[config.mk]
export PLATFORM = sky130hd
export DESIGN_NAME = dp_mul_arbiter
export DESIGN_NICKNAME = d
export VERILOG_FILES = /design/src/rtl/dp_pkg.sv /design/src/rtl/dp_mul_arbiter_rr_arbiter.sv /design/src/rtl/dp_mul_arbiter.sv
export SDC_FILE = /design/constraint.sdc
export NUM_CORES = 1
export LEC_CHECK = 0
export ABC_AREA = 1
export BUFFER_PORTS_ARGS = -buffer_cell sky130_fd_sc_hd__buf_2
export CAP_MARGIN = 20
export CORE_MARGIN = 2
export CORE_UTILIZATION = 55
export DETAILED_ROUTE_END_ITERATION = 10
export GPL_ROUTABILITY_DRIVEN = 0
export GPL_TIMING_DRIVEN = 0
export HOLD_SLACK_MARGIN = 0.1
export PLACE_DENSITY = 0.79
export RECOVER_POWER = 100
export SLEW_MARGIN = 20
export SYNTH_ARGS = -nofsm -noshare
export SYNTH_HDL_FRONTEND = slang
export SYNTH_SLANG_ARGS = --single-unit
[constraint.sdc]
create_clock -name Clk -period 10.8 [get_ports Clk]
set_input_delay 1.62 -clock Clk [delete_from_list [all_inputs] [get_ports Clk]]
set_output_delay 1.62 -clock Clk [all_outputs]
set_load 0.02 [all_outputs]
[src/rtl/dp_pkg.sv]
// Shared helpers for the multiplier-sharing datapath blocks.
package dp_pkg;

  // Largest requester count the arbiter is sized for.
  localparam int DP_MAX_REQ = 16;

  // Ceiling log2, used to size requester-index fields.
  function automatic int clog2(input int n);
    int r;
    r = 0;
    for (int i = 0; i < 32; i++) begin
      if ((1 << i) < n) r = i + 1;
    end
    return r;
  endfunction

  // Low bit of lane idx inside a packed vector of width-bit lanes.
  function automatic int slice_lo(input int idx, input int width);
    return idx * width;
  endfunction

endpackage

[src/rtl/dp_mul_arbiter_rr_arbiter.sv]
// Combinational round-robin picker: first set request after ptr, wrapping.
module rr_arbiter
  import dp_pkg::*;
#(
  parameter int NREQ = 4,
  parameter int IDW  = clog2(NREQ)
) (
  input  logic [NREQ-1:0] req,
  input  logic [IDW-1:0]  ptr,
  input  logic            en,
  output logic [NREQ-1:0] gnt,
  output logic [IDW-1:0]  gnt_idx
);

  logic           found;
  logic [IDW-1:0] idx;

  // Scan ptr+1 .. ptr+NREQ (mod NREQ) and grant the first requester seen.
  always_comb begin
    // NOTE: every output gets a default before the loop so no path leaves
    // a value unassigned, which would otherwise infer a latch.
    gnt     = '0;
    gnt_idx = '0;
    found   = 1'b0;
    idx     = '0;
    for (int k = 1; k <= NREQ; k++) begin
      idx = IDW'((int'(ptr) + k) % NREQ);
      if (en && !found && req[idx]) begin
        gnt[idx] = 1'b1;
        gnt_idx  = idx;
        found    = 1'b1;
      end
    end
  end

endmodule

[src/rtl/dp_mul_arbiter.sv]
// Shares one pipelined multiplier among NREQ requesters; products return
// in acceptance order on one tagged response port.
module dp_mul_arbiter
  import dp_pkg::*;
#(
  parameter int DATAWIDTH = 8,
  parameter int NREQ      = 4,
  parameter int LATENCY   = 2,
  parameter int IDW       = 2
) (
  input  logic                      Clk,
  input  logic                      Rst,
  input  logic [NREQ-1:0]           req_valid,
  output logic [NREQ-1:0]           req_ready,
  input  logic [NREQ*DATAWIDTH-1:0] req_a,
  input  logic [NREQ*DATAWIDTH-1:0] req_b,
  output logic                      rsp_valid,
  input  logic                      rsp_ready,
  output logic [IDW-1:0]            rsp_id,
  output logic [2*DATAWIDTH-1:0]    rsp_data,
  output logic                      busy
);

  localparam int PW = 2 * DATAWIDTH;

  logic [LATENCY-1:0]   valid_q, valid_d;
  logic [IDW-1:0]       id_q   [LATENCY];
  logic [IDW-1:0]       id_d   [LATENCY];
  logic [PW-1:0]        data_q [LATENCY];
  logic [PW-1:0]        data_d [LATENCY];
  logic [IDW-1:0]       ptr_q, ptr_d;

  logic                 advance;
  logic                 accept;
  logic [NREQ-1:0]      gnt;
  logic [IDW-1:0]       gnt_idx;
  logic [DATAWIDTH-1:0] a_sel, b_sel;
  logic [PW-1:0]        product;

  // The whole pipeline moves only when the output slot is empty or being drained.
  assign advance = !valid_q[LATENCY-1] | rsp_ready;

  rr_arbiter #(
    .NREQ (NREQ),
    .IDW  (IDW)
  ) u_arb (
    .req     (req_valid),
    .ptr     (ptr_q),
    .en      (advance),
    .gnt     (gnt),
    .gnt_idx (gnt_idx)
  );

  assign req_ready = gnt;
  assign accept    = |(req_valid & gnt);

  // Route the granted requester's operands into the shared multiplier.
  always_comb begin
    a_sel = '0;
    b_sel = '0;
    for (int i = 0; i < NREQ; i++) begin
      if (gnt_idx == IDW'(i)) begin
        a_sel = req_a[slice_lo(i, DATAWIDTH) +: DATAWIDTH];
        b_sel = req_b[slice_lo(i, DATAWIDTH) +: DATAWIDTH];
      end
    end
  end

  assign product = PW'(a_sel) * PW'(b_sel);

  // Next-state of the pipeline and round-robin pointer: shift on advance, hold otherwise.
  always_comb begin
    valid_d = valid_q;
    id_d    = id_q;
    data_d  = data_q;
    ptr_d   = ptr_q;
    if (advance) begin
      valid_d[0] = accept;
      id_d[0]    = gnt_idx;
      data_d[0]  = product;
      for (int s = 1; s < LATENCY; s++) begin
        valid_d[s] = valid_q[s-1];
        id_d[s]    = id_q[s-1];
        data_d[s]  = data_q[s-1];
      end
      if (accept) ptr_d = gnt_idx;
    end
  end

  // Pipeline and pointer registers; reset discards anything in flight.
  always_ff @(posedge Clk or negedge Rst) begin
    if (!Rst) begin
      valid_q <= '0;
      ptr_q   <= IDW'(NREQ - 1);
      // NOTE: the payload stages are reset as well because rsp_id/rsp_data
      // must read zero out of reset; a plain storage array would not be.
      for (int s = 0; s < LATENCY; s++) begin
        id_q[s]   <= '0;
        data_q[s] <= '0;
      end
    end else begin
      // NOTE: non-blocking assignments so every stage samples the previous
      // stage's pre-edge value and the shift behaves as a true pipeline.
      valid_q <= valid_d;
      id_q    <= id_d;
      data_q  <= data_d;
      ptr_q   <= ptr_d;
    end
  end

  assign rsp_valid = valid_q[LATENCY-1];
  assign rsp_id    = id_q[LATENCY-1];
  assign rsp_data  = data_q[LATENCY-1];
  assign busy      = |valid_q;

endmodule

* Word level (Yosys, flattened, before mapping)
Index checks and enable logic that the tools add are counted.
Widths: inputs -> output; s select.
** Storage, ports and cells
- Register bits :: 40
- Word-level logic and storage cells :: 81
** Operators by class
- $add $sub $neg :: 4
- Multiply operators :: 1
- Magnitude comparators :: 8
- Equal/unequal tests :: 3
- Muxes and demuxes :: 35
- Bitwise operators :: 5
- Reductions and logical operators :: 19
** Operators by type and width (number)
- $mux 8 :: 8
- $mul 8x8->16 :: 1
- $mux 4 :: 4
- $lt 2x3->1 const B :: 4
- $or 4x4->4 :: 3
- $logic_and 1x1->1 :: 11
- $mux 1 :: 11
- $bmux 1 s2 :: 4
- $demux 1 s2 :: 4
- $ge 2x1->1 const B :: 4
- $mux 2 :: 4
- $add 2x1->2 const B :: 2
- $add 2x2->2 const B :: 2
- $and 4x4->4 :: 1
- $eq 2x2->1 const B :: 2
- $logic_not 1->1 :: 4
- $reduce_or 4->1 :: 1
- $eq 2x1->1 const B :: 1
- $logic_not 2->1 :: 1
- $reduce_and 2->1 :: 1
- $reduce_or 2->1 :: 1
- $or 1x1->1 :: 1

* Longest topological paths before layout
Gate-level depths: netlist of run 1.
- Word-level depth :: 23
- Gate-level depth with buffers :: 37

* Hierarchy
Synthesis of run 1 repeated with hierarchy kept, for this count alone.
** Second synthesis, totals
- Cell total of the unflattened synthesis :: 689
- Area, all modules :: 4948.5 um^2
** By module, submodules not included
- dp_mul_arbiter :: times used 1, cells each 607, area an instance 4464.3 um^2, seq. area each 1003.5 um^2
- rr_arbiter :: times used 1, cells each 82, area an instance 484.2 um^2, seq. area each 0.0 um^2

* Worst setup path after synthesis of run 1
Ideal clock, no wire load.
- Kind :: input to register
- Start :: input req_valid[2]
- End :: register data_q[29] (netlist bit)
- Arrival time :: 6.382 ns
- Data required time :: 10.665 ns
- Path slack :: 4.283 ns
- Cell stages on the path :: 28
- Cell sequence :: nand2_1 -> nand3_2 -> nand2_4 -> nand2_4 -> nor2_8 -> nand3_1 -> nand3_2 -> nand2_2 -> buf_6 -> or2_1 -> nand2_4 -> nor2_1 -> fa_1 -> fa_1 -> inv_1 -> fa_1 -> fa_1 -> inv_1 -> ha_1 -> a21oi_1 -> nand2_1 -> nand2_1 -> nand2_1 -> a21oi_1 -> o21ai_0 -> a21oi_1 -> xor2_1 -> o21ai_0
** On the way
- Longest elaborated chain between the ends :: 22
- Elaborated cells on any way between the ends :: 38
** RTL lines
- from (decl) :: line dp_mul_arbiter.sv:13 : input logic [NREQ-1:0] req_valid,
- $bmux 1 s2 :: line dp_mul_arbiter_rr_arbiter.sv:28 : if (en && !found && req[idx]) begin
- $mux 1 (not written as such) :: line dp_mul_arbiter_rr_arbiter.sv:28
- $logic_and 1x1->1 :: line dp_mul_arbiter_rr_arbiter.sv:28
- $mux 1 :: line dp_mul_arbiter_rr_arbiter.sv:28
- $logic_not 1->1 :: line dp_mul_arbiter_rr_arbiter.sv:28
- $logic_and 1x1->1 (2 in series) :: line dp_mul_arbiter_rr_arbiter.sv:28
- $mux 1 :: line dp_mul_arbiter_rr_arbiter.sv:28
- $logic_not 1->1 :: line dp_mul_arbiter_rr_arbiter.sv:28
- $logic_and 1x1->1 (2 in series) :: line dp_mul_arbiter_rr_arbiter.sv:28
- $mux 1 :: line dp_mul_arbiter_rr_arbiter.sv:28
- $logic_not 1->1 :: line dp_mul_arbiter_rr_arbiter.sv:28
- $logic_and 1x1->1 (2 in series) :: line dp_mul_arbiter_rr_arbiter.sv:28
- $mux 2 * :: line dp_mul_arbiter_rr_arbiter.sv:28
- $logic_not 2->1 :: line dp_mul_arbiter.sv:62 : if (gnt_idx == IDW'(i)) begin
- $mux 8 (4 in series) :: line dp_mul_arbiter.sv:62
- $mul 8x8->16 * :: line dp_mul_arbiter.sv:69 : assign product = PW'(a_sel) * PW'(b_sel);
- to (signal assigned) :: line dp_mul_arbiter.sv:106 : data_q <= data_d;
- to (decl) :: line dp_mul_arbiter.sv:29 : logic [PW-1:0] data_q [LATENCY];
Mark *: on every way between the ends. The rest lies on a longest branch, timed or not. The select of a mux whose other input is x is not followed.
A chain may end at the register's enable or synchronous reset.

* Worst setup path after layout of run 1
- Start :: input rsp_ready
- End :: register data_q[28] (netlist bit)
** On the way
- Longest elaborated chain between the ends :: 21
- Elaborated cells on any way between the ends :: 31
** RTL lines
- from (decl) :: line dp_mul_arbiter.sv:18 : input logic rsp_ready,
- $or 1x1->1 * :: line dp_mul_arbiter.sv:41 : assign advance = !valid_q[LATENCY-1] | rsp_ready;
- $logic_and 1x1->1 :: line dp_mul_arbiter_rr_arbiter.sv:28
- $mux 1 :: line dp_mul_arbiter_rr_arbiter.sv:28
- $logic_not 1->1 :: line dp_mul_arbiter_rr_arbiter.sv:28
- $logic_and 1x1->1 (2 in series) :: line dp_mul_arbiter_rr_arbiter.sv:28
- $mux 1 :: line dp_mul_arbiter_rr_arbiter.sv:28
- $logic_not 1->1 :: line dp_mul_arbiter_rr_arbiter.sv:28
- $logic_and 1x1->1 (2 in series) :: line dp_mul_arbiter_rr_arbiter.sv:28
- $mux 1 :: line dp_mul_arbiter_rr_arbiter.sv:28
- $logic_not 1->1 :: line dp_mul_arbiter_rr_arbiter.sv:28
- $logic_and 1x1->1 (2 in series) :: line dp_mul_arbiter_rr_arbiter.sv:28
- $mux 2 :: line dp_mul_arbiter_rr_arbiter.sv:28
- $logic_not 2->1 :: line dp_mul_arbiter.sv:62
- $mux 8 (4 in series) :: line dp_mul_arbiter.sv:62
- $mul 8x8->16 :: line dp_mul_arbiter.sv:69
Mark *: on every way between the ends. The rest lies on a longest branch, timed or not.

==> impl_metrics.tcl, run 1 <==
set metrics [dict create \
    fin_crit_sh_pct 74.2 \
    vias 4496 \
    synthesis.nets 819 \
    overflow 0 \
    antenna_found_initial 0 \
    clock_sinks 40 \
    wl_per_cell_um 12.6 \
    violations "capacitance limit, slew limit" \
    critPathKind "input pin to flip-flop" \
    vias_per_cell 5.12 \
    io_pins 95 \
    drtAntennaViolNets 0 \
    postSynthAreaPerCell_um2 7.34 \
    path_clk_slew_ps 70 \
    core_um2 8680 \
    wl_um 11100 \
    worstSetupStartpointType "input pin" \
    final.setup.tns_ps 0 \
    drt_iter0_markers 203 \
    yosysWarnings 0 \
    endpoint "data_q[28]" \
    synthTopCellsByCount "184 x nand2_1, 111 x inv_1, 44 x ha_1, 38 x dfrtp_1, 38 x o21ai_0" \
    r2r-end "data_q[28]" \
    cts_resized 0 \
    final_layout_size_suffix_gt1_share_pct 20.0 \
    rr_startpoint "ptr_q[1]" \
    hold_buffers 0 \
    die_x_um 98.4 \
    hold_violations 0 \
    port_buffers 94 \
    cts_buffer_depth 2 \
    max_freq_mhz 125 \
    drc 0 \
    synth_edf_count 0 \
    reg2regPathDepth 30 \
    min_path_type "flip-flop to flip-flop" \
    synth_top_family_by_area "simple AND/OR/NAND/NOR gates" \
    worst-path-max-fanout 10 \
    syn_to_final_growth_pct 12.8 \
    cp-startpoint "rsp_ready" \
    cpPeakStageDelay_ps 540 \
    yosysTopAreaCellShare_pct 19.4 \
    end_kind "flip-flop" \
    core.rowCount 34 \
    slew_viol_final 41 \
    outcome "finished, violations left" \
    synth_most_common_cell "nand2_1" \
    synth-xor-area-share_pct 1.61 \
    rrSetupSlack_ps 3560 \
    synth_compound_area_share_pct 8.63 \
    ys_seq_area_share_pct 20.5 \
    finClkSkew_ps 3.27 \
    synth_fa_ha_area_share_pct 25.9 \
    setup_viol 0 \
    cts_buffers 5 \
    cap_violations 1 \
    cts_tree "yes" \
    worst_pin_slew_ps 2060 \
    ys.flop_type "dfrtp_1" \
    critical_path_required_ps 10960 \
    syn_area_um2 4900 \
    first_global_vias 4517 \
    place_hpwl_um 9180 \
    cp_data_arrival_time_ps 8170 \
    whs_path_depth 2 \
    layout.nets 920 \
    drt_first_pass_iters 5 \
    rsz0062_at_grt "no" \
    slowest_stage "fa_1" \
    synthMuxAreaShare_pct 0 \
    htree_levels 2 \
    synth_simple_gate_area_share_pct 29.6 \
    grt_pass1_wl_um 19800 \
    synthCells 668 \
    worst_skew_pair.late_latency_ps 290 \
    yosys.area.top_type "dfrtp_1" \
    die_y_um 98.4 \
    diodes 0 \
    cts_root_buf "clkbuf_8" \
    synthArstFlopShare_pct 100 \
    period_needed_ps 8010 \
    slew-limit-headroom_pct -37.1 \
    start_util_pct 56.5 \
    synth_area_leaders "dfrtp_1 19%, fa_1 15%, nand2_1 14%" \
    dieArea_um2 9680 \
    ys_types 43 \
    post_cts_buffers 0 \
    grtUsageTotal_pct 24.2 \
    ys_seq_elements 40 \
    fin_util_pct 63.7 \
    grt_max_degree 41 \
]
==> worst max-delay path, delay by kind of cell <==
family,cells,cell delay [ps]
xor+xnor,1,240
simple gates,8,1300
fa+ha+maj,5,2320
buf+inv,8,1460
compound gates,7,1190
==> worst min path at each step <==
stage / start / endpoint / slack (ps)
finish: data_q[29] / rsp_data[13] / 480
detailed placement: data_q[24] / rsp_data[8] / 460
floorplan: valid_q[0] / valid_q[1] / 430
global placement: valid_q[0] / valid_q[1] / 450
global route: rsp_data[3] / rsp_data[3] / 500
CTS: data_q[31] / rsp_data[15] / 480
==> per-stage QoR <==
step	area (µm²)	setup WS (ps)	instances	hold WS [ps]
final	5530	2790	878	478
after global routing	5530	2280	878	505
after CTS	5600	3810	878	481
after detailed placement	5510	3510	870	463
after global placement	5510	3600	870	449
after floorplan	4900	4280	668	431
==> registers in the layout (all words and copies together) (netlist names) <==
register  count
data_q       16
id_q          2
ptr_q         2
rsp_data     16
rsp_id        2
valid_q       2
==> cells by family after synthesis <==
| group | count (synthesis) |
|---|---|
| simple gates | 311 |
| buf+inv | 154 |
| fa+ha+maj | 80 |
| compound gates | 74 |
| flops | 40 |
| xor+xnor | 9 |
==> cell usage in the layout, fill, tap and decap left out, drive strengths merged <==
cell type  instances
a21o               2
nand4              6
xnor2              4
buf               91
o21ai             49
o31ai              1
a21oi             14
nand3             37
a211oi             1
nand3b             1
a31o               1
and2               1
xor2               5
o2111ai            1
dfstp              2
clkbuf            43
clkinv             2
inv              120
o211ai             1
nor2              42
dfrtp             38
fa                36
or2               20
nand2            204
ha                44
o21bai             1
a31oi              3
==> routing by layer <==
layer | track usage [%] | part of all wire [%]
met1 | 31.6 | 44
met2 | 43.2 | 50
met3 | 2.43 | 4.1
met4 | 6.11 | 1.7
met5 | 0 | 0
==> area by class of cell <==
class / instances / area, µm²
multi-input combinational: 474 / 3190
fill: 817 / 3150
sequential: 40 / 1000
inverter: 122 / 460
timing repair buffer: 94 / 439
buffer: 32 / 208
tap: 108 / 135
clock buffer: 8 / 90.1
Power of run 1 is not shown: default switching activity piles up to over one toggle a cycle in this logic, so the estimate is an artifact.
==> run 2, diff against run 1 <==
--- a/config.mk
+++ b/config.mk
@@ -9,7 +9,7 @@
 export BUFFER_PORTS_ARGS = -buffer_cell sky130_fd_sc_hd__buf_2
 export CAP_MARGIN = 20
 export CORE_MARGIN = 2
-export CORE_UTILIZATION = 55
+export CORE_UTILIZATION = 52
 export DETAILED_ROUTE_END_ITERATION = 10
 export GPL_ROUTABILITY_DRIVEN = 0
 export GPL_TIMING_DRIVEN = 0
==> constraint.sdc (replaced) <==
create_clock -name Clk -period 6.65 [get_ports Clk]
set_input_delay 0.9975 -clock Clk [delete_from_list [all_inputs] [get_ports Clk]]
set_output_delay 0.9975 -clock Clk [all_outputs]
set_load 0.02 [all_outputs]
==> impl_metrics.tcl, run 2 (synthesized netlist as in run 1, its figures left out) <==
set metrics [dict create \
    outcome "finished, violations left" \
    violations "capacitance limit, slew limit" \
    worst-path-max-fanout 10 \
    cap_violations 1 \
    die_x_um 101 \
    syn_to_final_growth_pct 17.5 \
    drt_first_pass_iters 5 \
    critical_path_required_ps 6810 \
    wl_per_cell_um 13.3 \
    die_y_um 101 \
    worstSetupStartpointType "input pin" \
    hold_violations 0 \
    layout_commonest_cell "nand2_1" \
    cts_buffer_depth 2 \
    period_needed_ps 6400 \
    critPathKind "input pin to flip-flop" \
    wl_um 11900 \
    min_to "valid_q[1]" \
    clock_sinks 40 \
    htree_levels 2 \
    rrSetupSlack_ps 270 \
    path_clk_slew_ps 70 \
    reg2regPathDepth 32 \
    slew-limit-headroom_pct -37.0 \
    grt_max_degree 41 \
    worst_skew_pair.late_latency_ps 290 \
    slowest_stage "fa_1" \
    cp_data_arrival_time_ps 6560 \
    rr_startpoint "ptr_q[0]" \
    worst_slack_ps 249 \
    drc 0 \
    first_global_vias 4733 \
    overflow 0 \
    vias 4605 \
    worst_pin_slew_ps 2060 \
    slew_viol_final 41 \
    fin_area_um2 5760 \
    drtAntennaViolNets 0 \
    core.rowCount 35 \
    setup_viol 0 \
    diodes 0 \
    hp-start "valid_q[0]" \
    vias_per_cell 5.15 \
    grtUsageTotal_pct 24.2 \
    place_area_um2 5510 \
    crit_family "adder cells" \
    post-place-ws_ps -55.5 \
    final_layout_size_suffix_gt1_share_pct 24.5 \
    place_hpwl_um 9410 \
    cts_tree "yes" \
    end_kind "flip-flop" \
    antenna_found_initial 0 \
    port_buffers 94 \
    whs_path_depth 2 \
    start_util_pct 53.3 \
    max_freq_mhz 156 \
    min_path_type "flip-flop to flip-flop" \
    fin_crit_sh_pct 96.3 \
    r2r-end "data_q[28]" \
    fin_util_pct 62.6 \
    final.setup.tns_ps 0 \
    cts_buffers 5 \
    core_um2 9200 \
    layout.nets 933 \
    cpPeakStageDelay_ps 540 \
    io_pins 95 \
    grt_pass1_wl_um 20400 \
    final_cell_mix "181 x nand2_1, 109 x inv_1, 75 x buf_2" \
    path_buf_inv 8 \
    finClkSkew_ps 6.85 \
    drt_iter0_markers 254 \
    dieArea_um2 10200 \
    cts_root_buf "clkbuf_8" \
]
run 2: cell types whose count changed in the layout (fill, tap and decap cells not counted), moves of 3 or more:
cell	previous run	this run
o21ai_0	40	36
clkbuf_1	37	30
ha_1	44	41
buf_2	70	75
nand2_4	4	9
buf_4	19	32
nand2_1	187	181
run 2: layer usage:
metal  part of all wire (%)  up-vias  track usage [%]
met4                    1.9        0             8.21
met5                      0        -                0
met3                    4.1       24             1.94
li1                       -     2263                -
met1                     44     2175             31.8
met2                     50      143             42.1
run 2: tightest hold or removal path: stages, from the launching register on:
cell and delay [ps]:
dfrtp_1 330, inv_1 50, nand2_1 60
run 2: worst max-delay path by stage:
stage	from	end	depth (start not counted)	slack, ps
final	rsp_ready	data_q[28]	29	250
after floorplan	ptr_q[0]	data_q[29]	31	640
after detailed placement	ptr_q[0]	data_q[29]	34	-60
after CTS	ptr_q[0]	data_q[29]	34	50
after global placement	rsp_ready	data_q[29]	31	90
after global routing	ptr_q[0]	data_q[29]	34	-40
run 2: metrics by stage:
step / hold slack [ps] / instances
finish: 472 / 894
global route: 505 / 894
CTS: 471 / 881
detailed placement: 454 / 873
global placement: 442 / 873
floorplan: 431 / 668
run 2: cell type report:
class | instances | area, µm²
plain buffers | 32 | 220
clock buffers | 7 | 76.3
clock inverters | 1 | 5.00
fillers | 866 | 3440
inverters | 122 | 464
multi-input cells | 474 | 3290
flip-flops and latches | 40 | 1000
well taps | 111 | 139
repair buffers | 107 | 554
run 2: repair_timing:
| action | CTS | global route |
|---|---|---|
| hold buffers | 0 | 0 |
| buffers inserted | 0 | 13 |
| resized for setup | 2 | 20 |
| pin swaps | 0 | 8 |
| endpoints found under the setup margin | 1 | 7 |
Power of run 2 is left out for the same reason.
==> run 3, diff against run 2 <==
--- a/config.mk
+++ b/config.mk
@@ -14,7 +14,7 @@
 export GPL_ROUTABILITY_DRIVEN = 0
 export GPL_TIMING_DRIVEN = 0
 export HOLD_SLACK_MARGIN = 0.1
-export PLACE_DENSITY = 0.79
+export PLACE_DENSITY = 0.81
 export RECOVER_POWER = 100
 export SLEW_MARGIN = 20
 export SYNTH_ARGS = -nofsm -noshare
==> impl_metrics.tcl, run 3 (synthesized netlist as in run 1, its figures left out) <==
set metrics [dict create \
    min_path_type "flip-flop to flip-flop" \
    grt_pass1_wl_um 20400 \
    period_needed_ps 6360 \
    setup_viol 0 \
    end_kind "flip-flop" \
    wl_per_cell_um 13.4 \
    diodes 0 \
    layout.nets 933 \
    syn_to_final_growth_pct 17.9 \
    cts_buffer_depth 2 \
    worst_skew_pair.late_latency_ps 290 \
    port_buffers 94 \
    clock_sinks 40 \
    io_pins 95 \
    rrSetupSlack_ps 290 \
    reg2regPathDepth 29 \
    cts_tree "yes" \
    final_cell_mix "181 x nand2_1, 109 x inv_1, 74 x buf_2" \
    die_x_um 101 \
    vias 4629 \
    grt_max_degree 41 \
    finClkSkew_ps 7.47 \
    endpoint "data_q[28]" \
    drt_iter0_markers 163 \
    die_y_um 101 \
    fin_crit_sh_pct 95.7 \
    outcome "finished, violations left" \
    core_um2 9200 \
    drt_first_pass_iters 4 \
    crit_path_frequent_cell "fa_1" \
    cpPeakStageDelay_ps 590 \
    crit_family "adder cells" \
    htree_levels 2 \
    dieArea_um2 10200 \
    slew_viol_final 41 \
    overflow 0 \
    nFillCells 803 \
    violations "capacitance limit, slew limit" \
    cp_data_arrival_time_ps 6520 \
    start_util_pct 53.3 \
    cap_violations 1 \
    cts_root_buf "clkbuf_8" \
    slew-limit-headroom_pct -35.5 \
    rr_startpoint "ptr_q[0]" \
    grtUsageTotal_pct 24.5 \
    critPathKind "flip-flop to flip-flop" \
    cp-startpoint "ptr_q[0]" \
    wl_um 12000 \
    first_global_vias 4619 \
    antenna_found_initial 0 \
    cts_buffers 5 \
    drtAntennaViolNets 0 \
    cp.depth 29 \
    r2r-end "data_q[28]" \
    worst-path-max-fanout 11 \
    worst_pin_slew_ps 2030 \
    core.rowCount 35 \
    worstSetupStartpointType "flip-flop" \
    hold_violations 0 \
    drc 0 \
    place_hpwl_um 9520 \
    slowest_stage "fa_1" \
    hold_ws_ps 471 \
    layout_commonest_cell "nand2_1" \
    max_freq_mhz 157 \
    path_clk_slew_ps 80 \
    vias_per_cell 5.18 \
    critical_path_required_ps 6810 \
    path_buf_inv 6 \
    final_layout_size_suffix_gt1_share_pct 24.6 \
]
## run 3: cell types whose count changed in the layout (fill, tap and decap cells not counted), sizes merged
| cell | change |
|---|---|
| clkinvlp | +1 |
| buf | -1 |
| bufinv | +1 |
| clkbuf | -1 |
## run 3: through the flow
| stage | setup WS (ps) | instances | util, % | area (µm²) | setup TNS [ps] |
|---|---|---|---|---|---|
| floorplan | 640 | 668 | - | 4900 | 0 |
| global placement | 107 | 873 | 59.9 | 5510 | 0 |
| detailed placement | -37.2 | 873 | 59.9 | 5510 | -37.2 |
| CTS | 3.80 | 881 | 61.3 | 5640 | 0 |
| global route | -42.8 | 894 | 62.9 | 5780 | -48.4 |
| finish | 285 | 894 | 62.9 | 5780 | 0 |
## run 3: final cells by class
| type | count | area (µm²) | area share, % |
|---|---|---|---|
| multi-input cells | 474 | 3300 | 57.1 |
| plain buffers | 32 | 220 | 3.81 |
| well taps | 111 | 139 | 2.40 |
| clock buffers | 5 | 68.8 | 1.19 |
| inverters | 122 | 464 | 8.03 |
| clock inverters | 3 | 42.5 | 0.736 |
| repair buffers | 107 | 541 | 9.35 |
| flip-flops and latches | 40 | 1000 | 17.4 |
## run 3: worst register-to-register path, delay by kind of cell (launching register included)
| family | cells | cell delay [ps] |
|---|---|---|
| AO/OA/AOI/OAI | 5 | 720 |
| adder cells (fa/ha/maj) | 6 | 2730 |
| XOR/XNOR | 1 | 180 |
| flip-flops | 1 | 560 |
| buffers and inverters | 6 | 600 |
| AND/OR/NAND/NOR | 11 | 1460 |
## run 3: worst min-delay path by stage
stage	from	end	slack, ps	cells past startpoint
6_report	id_q[3]	rsp_id[1]	470	2
3_3_place_gp	valid_q[0]	valid_q[1]	440	2
5_1_grt	rsp_data[7]	rsp_data[7]	510	2
2_1_floorplan	valid_q[0]	valid_q[1]	430	2
3_5_place_dp	id_q[3]	rsp_id[1]	460	2
4_1_cts	id_q[3]	rsp_id[1]	470	2
## run 3: what timing repair did
| action | CTS | global route |
|---|---|---|
| hold buffers | 0 | 0 |
| gates cloned | 0 | 0 |
| endpoints found under the setup margin | 1 | 7 |
| pin swaps | 2 | 11 |
| resized for setup | 3 | 17 |
| setup buffers | 0 | 13 |
## run 3: metal layers
metal / vias up / GRT usage (%) / part of all wire, %
met2: 149 / 44.3 / 51
met5: - / 0 / 0
met1: 2194 / 31.9 / 42
met3: 18 / 1.18 / 5.0
li1: 2268 / - / -
met4: 0 / 6.65 / 1.5
Power of run 3 is left out for the same reason.
